--- config.mk ---
export PLATFORM = sky130hd
export DESIGN_NAME = pong_game_ctrl
export DESIGN_NICKNAME = d
export VERILOG_FILES = /design/src/rtl/pong_game_ctrl.sv
export SDC_FILE = /design/constraint.sdc
export NUM_CORES = 1
export LEC_CHECK = 0
export CAP_MARGIN = 10
export CORE_ASPECT_RATIO = 0.5
export CORE_MARGIN = 5
export CORE_UTILIZATION = 40
export CTS_BUF_LIST = sky130_fd_sc_hd__clkbuf_16
export CTS_CLUSTER_DIAMETER = 80
export DETAILED_ROUTE_END_ITERATION = 6
export GPL_ROUTABILITY_DRIVEN = 0
export PLACE_DENSITY = 0.61
export SYNTH_ARGS = -nofsm -noshare
export SYNTH_HDL_FRONTEND = slang
export SYNTH_SLANG_ARGS = --single-unit
--- constraint.sdc ---
create_clock -name clk -period 6.2 [get_ports clk]
set_clock_uncertainty 0.1 [all_clocks]
set_input_delay 0.62 -clock clk [delete_from_list [all_inputs] [get_ports clk]]
set_output_delay 0.62 -clock clk [all_outputs]
set_load 0.05 [all_outputs]
--- src/rtl/pong_game_ctrl.sv ---
// Pong game controller: owns the ball and paddle positions, bounces,
// scoring and the serve / play / game-over sequencing. Everything advances
// once per video frame on frame_tick and is presented from registers.
module pong_game_ctrl #(
    parameter int SCREEN_H     = 480,
    parameter int WALL_H       = 6,
    parameter int PAD_W        = 15,
    parameter int PAD_H        = 80,
    parameter int PAD_R_X      = 630,
    parameter int BALL_SZ      = 20,
    parameter int CENTER_X     = 310,
    parameter int CENTER_Y     = 230,
    parameter int PAD_STEP     = 4,
    parameter int BALL_STEP    = 2,
    parameter int SERVE_FRAMES = 60,
    parameter int WIN_SCORE    = 9
) (
    input  logic       clk,
    input  logic       rst,
    input  logic       frame_tick,
    input  logic       start,
    input  logic       e_up,
    input  logic       e_dn,
    input  logic       d_up,
    input  logic       d_dn,
    output logic [9:0] bola_x,
    output logic [9:0] bola_y,
    output logic [9:0] barra_e_y,
    output logic [9:0] barra_d_y,
    output logic [3:0] score_e,
    output logic [3:0] score_d,
    output logic [2:0] state,
    output logic       game_over
);

    localparam logic [9:0] WALL_V     = 10'(WALL_H);
    localparam logic [9:0] PAD_W_V    = 10'(PAD_W);
    localparam logic [9:0] PAD_H_V    = 10'(PAD_H);
    localparam logic [9:0] PAD_R_V    = 10'(PAD_R_X);
    localparam logic [9:0] BALL_V     = 10'(BALL_SZ);
    localparam logic [9:0] SCREEN_V   = 10'(SCREEN_H);
    localparam logic [9:0] CX_V       = 10'(CENTER_X);
    localparam logic [9:0] CY_V       = 10'(CENTER_Y);
    localparam logic [9:0] PSTEP_V    = 10'(PAD_STEP);
    localparam logic [9:0] BSTEP_V    = 10'(BALL_STEP);
    localparam logic [9:0] PAD_MAX_V  = 10'(SCREEN_H - PAD_H);
    localparam logic [9:0] BALL_MAXY  = 10'(SCREEN_H - BALL_SZ);
    localparam logic [9:0] BALL_STOPR = 10'(PAD_R_X - BALL_SZ);
    localparam logic [9:0] PAD_RESET  = 10'd200;
    localparam logic [7:0] SERVE_V    = 8'(SERVE_FRAMES);
    localparam logic [3:0] WIN_V      = 4'(WIN_SCORE);

    typedef enum logic [2:0] {
        IDLE      = 3'd0,
        SERVE     = 3'd1,
        PLAY      = 3'd2,
        POINT     = 3'd3,
        GAME_OVER = 3'd4
    } state_t;

    state_t     st;
    logic       dir_x_right;
    logic       dir_y_down;
    logic [7:0] serve_cnt;

    logic [9:0] pad_e_next;
    logic [9:0] pad_d_next;
    logic [9:0] ball_x_next;
    logic [9:0] ball_y_next;
    logic       dir_x_next;
    logic       dir_y_next;
    logic       hit_e;
    logic       hit_d;
    logic       miss_e;
    logic       miss_d;

    // Paddle step with clamping; the top clamp is tested before subtracting
    // so the unsigned position can never wrap below zero.
    function automatic logic [9:0] pad_next(input logic [9:0] y,
                                            input logic up,
                                            input logic dn);
        logic [9:0] r;
        r = y;
        if (up && !dn) begin
            r = (y < WALL_V + PSTEP_V) ? WALL_V : y - PSTEP_V;
        end else if (dn && !up) begin
            r = (y + PSTEP_V > PAD_MAX_V) ? PAD_MAX_V : y + PSTEP_V;
        end
        return r;
    endfunction

    assign pad_e_next = pad_next(barra_e_y, e_up, e_dn);
    assign pad_d_next = pad_next(barra_d_y, d_up, d_dn);

    // Candidate ball motion for a PLAY tick; both axes resolved independently
    // and collision tests use the paddle positions before this frame's move.
    always_comb begin
        ball_y_next = bola_y;
        dir_y_next  = dir_y_down;
        ball_x_next = bola_x;
        dir_x_next  = dir_x_right;
        miss_e      = 1'b0;
        miss_d      = 1'b0;
        hit_e       = (bola_y + BALL_V > barra_e_y) && (bola_y < barra_e_y + PAD_H_V);
        hit_d       = (bola_y + BALL_V > barra_d_y) && (bola_y < barra_d_y + PAD_H_V);

        if (dir_y_down) begin
            if (bola_y + BALL_V + BSTEP_V > SCREEN_V) begin
                ball_y_next = BALL_MAXY;
                dir_y_next  = 1'b0;
            end else begin
                ball_y_next = bola_y + BSTEP_V;
            end
        end else begin
            if (bola_y < WALL_V + BSTEP_V) begin
                ball_y_next = WALL_V;
                dir_y_next  = 1'b1;
            end else begin
                ball_y_next = bola_y - BSTEP_V;
            end
        end

        if (!dir_x_right) begin
            if (bola_x < PAD_W_V + BSTEP_V) begin
                if (hit_e) begin
                    ball_x_next = PAD_W_V;
                    dir_x_next  = 1'b1;
                end else begin
                    miss_e = 1'b1;
                end
            end else begin
                ball_x_next = bola_x - BSTEP_V;
            end
        end else begin
            if (bola_x + BALL_V + BSTEP_V > PAD_R_V) begin
                if (hit_d) begin
                    ball_x_next = BALL_STOPR;
                    dir_x_next  = 1'b0;
                end else begin
                    miss_d = 1'b1;
                end
            end else begin
                ball_x_next = bola_x + BSTEP_V;
            end
        end
    end

    // Game sequencer and all registered outputs.
    always_ff @(posedge clk or posedge rst) begin
        if (rst) begin
            st          <= IDLE;
            bola_x      <= CX_V;
            bola_y      <= CY_V;
            barra_e_y   <= PAD_RESET;
            barra_d_y   <= PAD_RESET;
            score_e     <= 4'd0;
            score_d     <= 4'd0;
            dir_x_right <= 1'b1;
            dir_y_down  <= 1'b1;
            serve_cnt   <= 8'd0;
            game_over   <= 1'b0;
        end else begin
            case (st)
                IDLE: begin
                    if (frame_tick) begin
                        barra_e_y <= pad_e_next;
                        barra_d_y <= pad_d_next;
                    end
                    if (start) begin
                        st        <= SERVE;
                        serve_cnt <= SERVE_V;
                        score_e   <= 4'd0;
                        score_d   <= 4'd0;
                    end
                end
                SERVE: begin
                    if (frame_tick) begin
                        barra_e_y <= pad_e_next;
                        barra_d_y <= pad_d_next;
                        if (serve_cnt == 8'd0) begin
                            st <= PLAY;
                        end else begin
                            serve_cnt <= serve_cnt - 8'd1;
                        end
                    end
                end
                PLAY: begin
                    if (frame_tick) begin
                        barra_e_y  <= pad_e_next;
                        barra_d_y  <= pad_d_next;
                        bola_y     <= ball_y_next;
                        dir_y_down <= dir_y_next;
                        bola_x      <= ball_x_next;
                        dir_x_right <= dir_x_next;
                        if (miss_e) begin
                            score_d <= score_d + 4'd1;
                            st      <= POINT;
                        end else if (miss_d) begin
                            score_e <= score_e + 4'd1;
                            st      <= POINT;
                        end
                    end
                end
                POINT: begin
                    if (frame_tick) begin
                        bola_x <= CX_V;
                        bola_y <= CY_V;
                        if (score_e == WIN_V || score_d == WIN_V) begin
                            st        <= GAME_OVER;
                            game_over <= 1'b1;
                        end else begin
                            dir_y_down <= 1'b1;
                            serve_cnt  <= SERVE_V;
                            st         <= SERVE;
                        end
                    end
                end
                GAME_OVER: begin
                    if (start) begin
                        score_e     <= 4'd0;
                        score_d     <= 4'd0;
                        serve_cnt   <= SERVE_V;
                        dir_x_right <= 1'b1;
                        game_over   <= 1'b0;
                        st          <= SERVE;
                    end
                end
                default: begin
                    st <= IDLE;
                end
            endcase
        end
    end

    assign state = st;

endmodule

==> impl_metrics.csv <==
group,metric,value,unit
run_status,status,"finished clean",
yosys,synth_top_cell_by_area,"dfrtp_1",
timing,max_freq,245,MHz
placed_design,portBuffers,56,
placed_design,post-dp-hpwl,12100,um
global_routing,grtUsageTotal,19.0,%
floorplan,initial_utilization,40.8,%
cts,cts_buffer_depth,2,
critical_path,critical_path.slowest_cell,"a2111oi_1",
placed_design,post-place-ws,2210,ps
final_layout,nets,825,
yosys,syn_area_per_cell,8.11,um2
final_layout,final_cell_mix,"63 x nand2_1, 61 x ha_1, 58 x nor2_1",
yosys,synth-main-ff-cell,"dfrtp_1",
floorplan,rows,31,
yosys,synthTopCellsByArea,"dfrtp_1 17%, ha_1 13%, dfstp_2 8.0%",
cts,path_clk_slew,60,ps
timing,final-max-slew-violation-count,0,
timing,layout_setup_ws,2120,ps
floorplan,core_area,14500,um2
timing,hold_viol_final,0,
routing,routed_via_density,5.82,
power,ir_worst_vdd,0.000163,V
yosys,ys_seq_area_share,25.4,%
yosys,syn_area,5910,um2
power,finalPower,0.00375,W
min_path,hp-class,"reg -> reg",
critical_path,worst-endpoint-arrival,4240,ps
yosys,yosysWarnings,0,
timing,rsz0062_at_grt,"no",
final_layout,multiInputGateArea,4060,um2
yosys,syn_inst,729,
critical_path,worst_path_dominant_cell_family,"compound AO/OA/AOI/OAI gates",
final_layout,drive_gt1_share,8.02,%
routing,initialDrtViolationCount,413,
routing,postRouteAntennaNets,0,
critical_path,start_kind,"flop",
global_routing,grt_pass1_vias,5211,
final_layout,final_cells,959,
critical_path,cp-end-kind,"flop",
placed_design,dpl.cell_count,943,
final_layout,seqCellArea,1500,um2
yosys,ys_seq_elements,59,
cts,cts_num_sinks,59,
yosys,ys_async_sr_fraction,100,%
timing,period_share,65.8,%
final_layout,antenna_cells,0,
yosys,synth-edff-count,0,
critical_path,critPathMaxStageDelay,870,ps
global_routing,grt_pass1_wl,27200,um
cts,cts_hold_buf,0,
routing,wl_per_cell,17.3,um
yosys,ys_types,81,
cts,insertion_delay,340,ps
final_layout,area_delta_synth_final,15.4,%
routing,drc,0,
floorplan,die_x,182,um
yosys,synth_top_area_share,17.4,%
routing,first_pass_iters,5,
timing,tightest_slew,1110,ps
global_routing,antenna_found_initial,0,
cts,cts_tree,"done",
critical_path,crit_chain,"nand4_1 > o21a_1 > nor2_1 > inv_1 > ha_1 > a21oi_1 > nand2_1 > a2111oi_1 > o31ai_1 > o21a_4 > o21ai_4 > mux2_4",
floorplan,ioPinCount,60,
critical_path,worst_ep_required_time,6360,ps
global_routing,grt_overflow_total,0,
cts,cts_buffers,9,
power,power_leakage,2.73,nW
cts,root_buffer,"clkbuf_16",
final_layout,final_util,47.1,%
job,max-cap-violations,0,
floorplan,die_h,95.9,um
timing,setup_viol,0,
critical_path,crit_buf_inv,1,
cts,htree_levels,3,
final_layout,fillCellCount,1436,
timing,fin_setup_tns,0,ps
routing,vias,5586,
final_layout,final_common_cell,"nand2_1",
timing,maxSlewHeadroom,25.7,%
global_routing,grt_max_degree,60,
critical_path,crit_type,"reg -> reg",
routing,routed_wl,16600,um
cts,cts_resized,0,
floorplan,dieArea,17500,um2
cts,post_cts_buffers,0,
critical_path,crit_fanout,16,
timing,fin_crit,4080,ps
power,p_per_area,550,nW/um2
-- where the power goes --
group	total (W)	internal, W	leakage, nW	switching [W]
combinational	0.00236	0.000892	1.88	0.00147
sequential	0.000897	0.000541	0.702	0.000356
clock	0.000495	0.000306	0.141	0.000189
-- sequential cells by signal (all words and copies together) (netlist names) --
| signal | cells |
|---|---|
| bola_x | 10 |
| barra_d_y | 9 |
| barra_e_y | 9 |
| bola_y | 9 |
| serve_cnt | 8 |
| score_d | 4 |
| score_e | 4 |
| state | 3 |
| dir_x_right | 1 |
| dir_y_down | 1 |
| game_over | 1 |
-- worst paths after layout --
kind                       startpoint      endpoint  cells past startpoint  slack [ps]
setup / recovery            bola_y[5]     bola_x[2]                     12        2120
max in group asynchronous         rst  barra_e_y[9]                      3        4720
min in group asynchronous         rst     bola_y[4]                      3         750
hold reg to reg             bola_x[8]     bola_x[8]                      1         450
hold / removal              bola_x[8]     bola_x[8]                      1         450
setup reg to reg            bola_y[5]     bola_x[2]                     12        2120
-- per-stage QoR --
| step | instance area, um2 | hold slack, ps |
|---|---|---|
| after floorplan | 5920 | 410 |
| after global placement | 6530 | 437 |
| after detailed placement | 6530 | 439 |
| after CTS | 6820 | 457 |
| after global routing | 6820 | 483 |
| final | 6820 | 451 |
-- logic make-up after synthesis --
group	share of synthesized area (%)
compound gates	27.5
xor+xnor	6.08
fa+ha+maj	12.9
buf+inv	6.06
flops	25.4
mux	1.02
other cells	0.0635
simple gates	21.0
-- routing by layer --
layer / vias to the layer above / part of all wire [%] / GRT usage (%)
met1: 2693 / 50 / 26.6
met4: 0 / 0.97 / 4.06
li1: 2751 / - / -
met3: 17 / 4.8 / 4.04
met5: - / 0 / 0
met2: 125 / 44 / 30.3
-- synthesized netlist by cell type, types with 5 or more instances --
cell	n
a311oi_1	5
nor2b_1	8
o21a_1	7
dfrtp_1	41
clkbuf_1	22
or2_2	8
dfstp_2	18
a31oi_1	15
o21ai_0	54
o211ai_1	8
a211oi_1	7
a21oi_1	39
nor2_1	58
nand3_1	31
or3_1	5
o31ai_1	19
inv_1	42
nand4_1	9
buf_2	13
and2_1	8
nor4_1	12
nor3_1	23
xnor2_1	26
nor3b_1	5
o41ai_1	5
a31o_2	5
and3_1	5
xor2_1	15
a21o_1	5
ha_1	61
nand2_1	63
-- worst register-to-register path, cell delays in order (launching register included) --
cell and delay [ps]:
dfstp_2 710, nand4_1 210, o21a_1 240, nor2_1 150
inv_1 80, ha_1 310, a21oi_1 140, nand2_1 100
a2111oi_1 870, o31ai_1 260, o21a_4 200, o21ai_4 290
mux2_4 330
-- final cells by class --
type,instances,area share [%]
clock inverters,7,0.899
inverters,42,2.31
clock buffers,9,3.30
multi-input cells,587,59.5
repair buffers,57,8.33
flip-flops and latches,59,22.0
well taps,198,3.63
(Power assumes the default switching activity.)
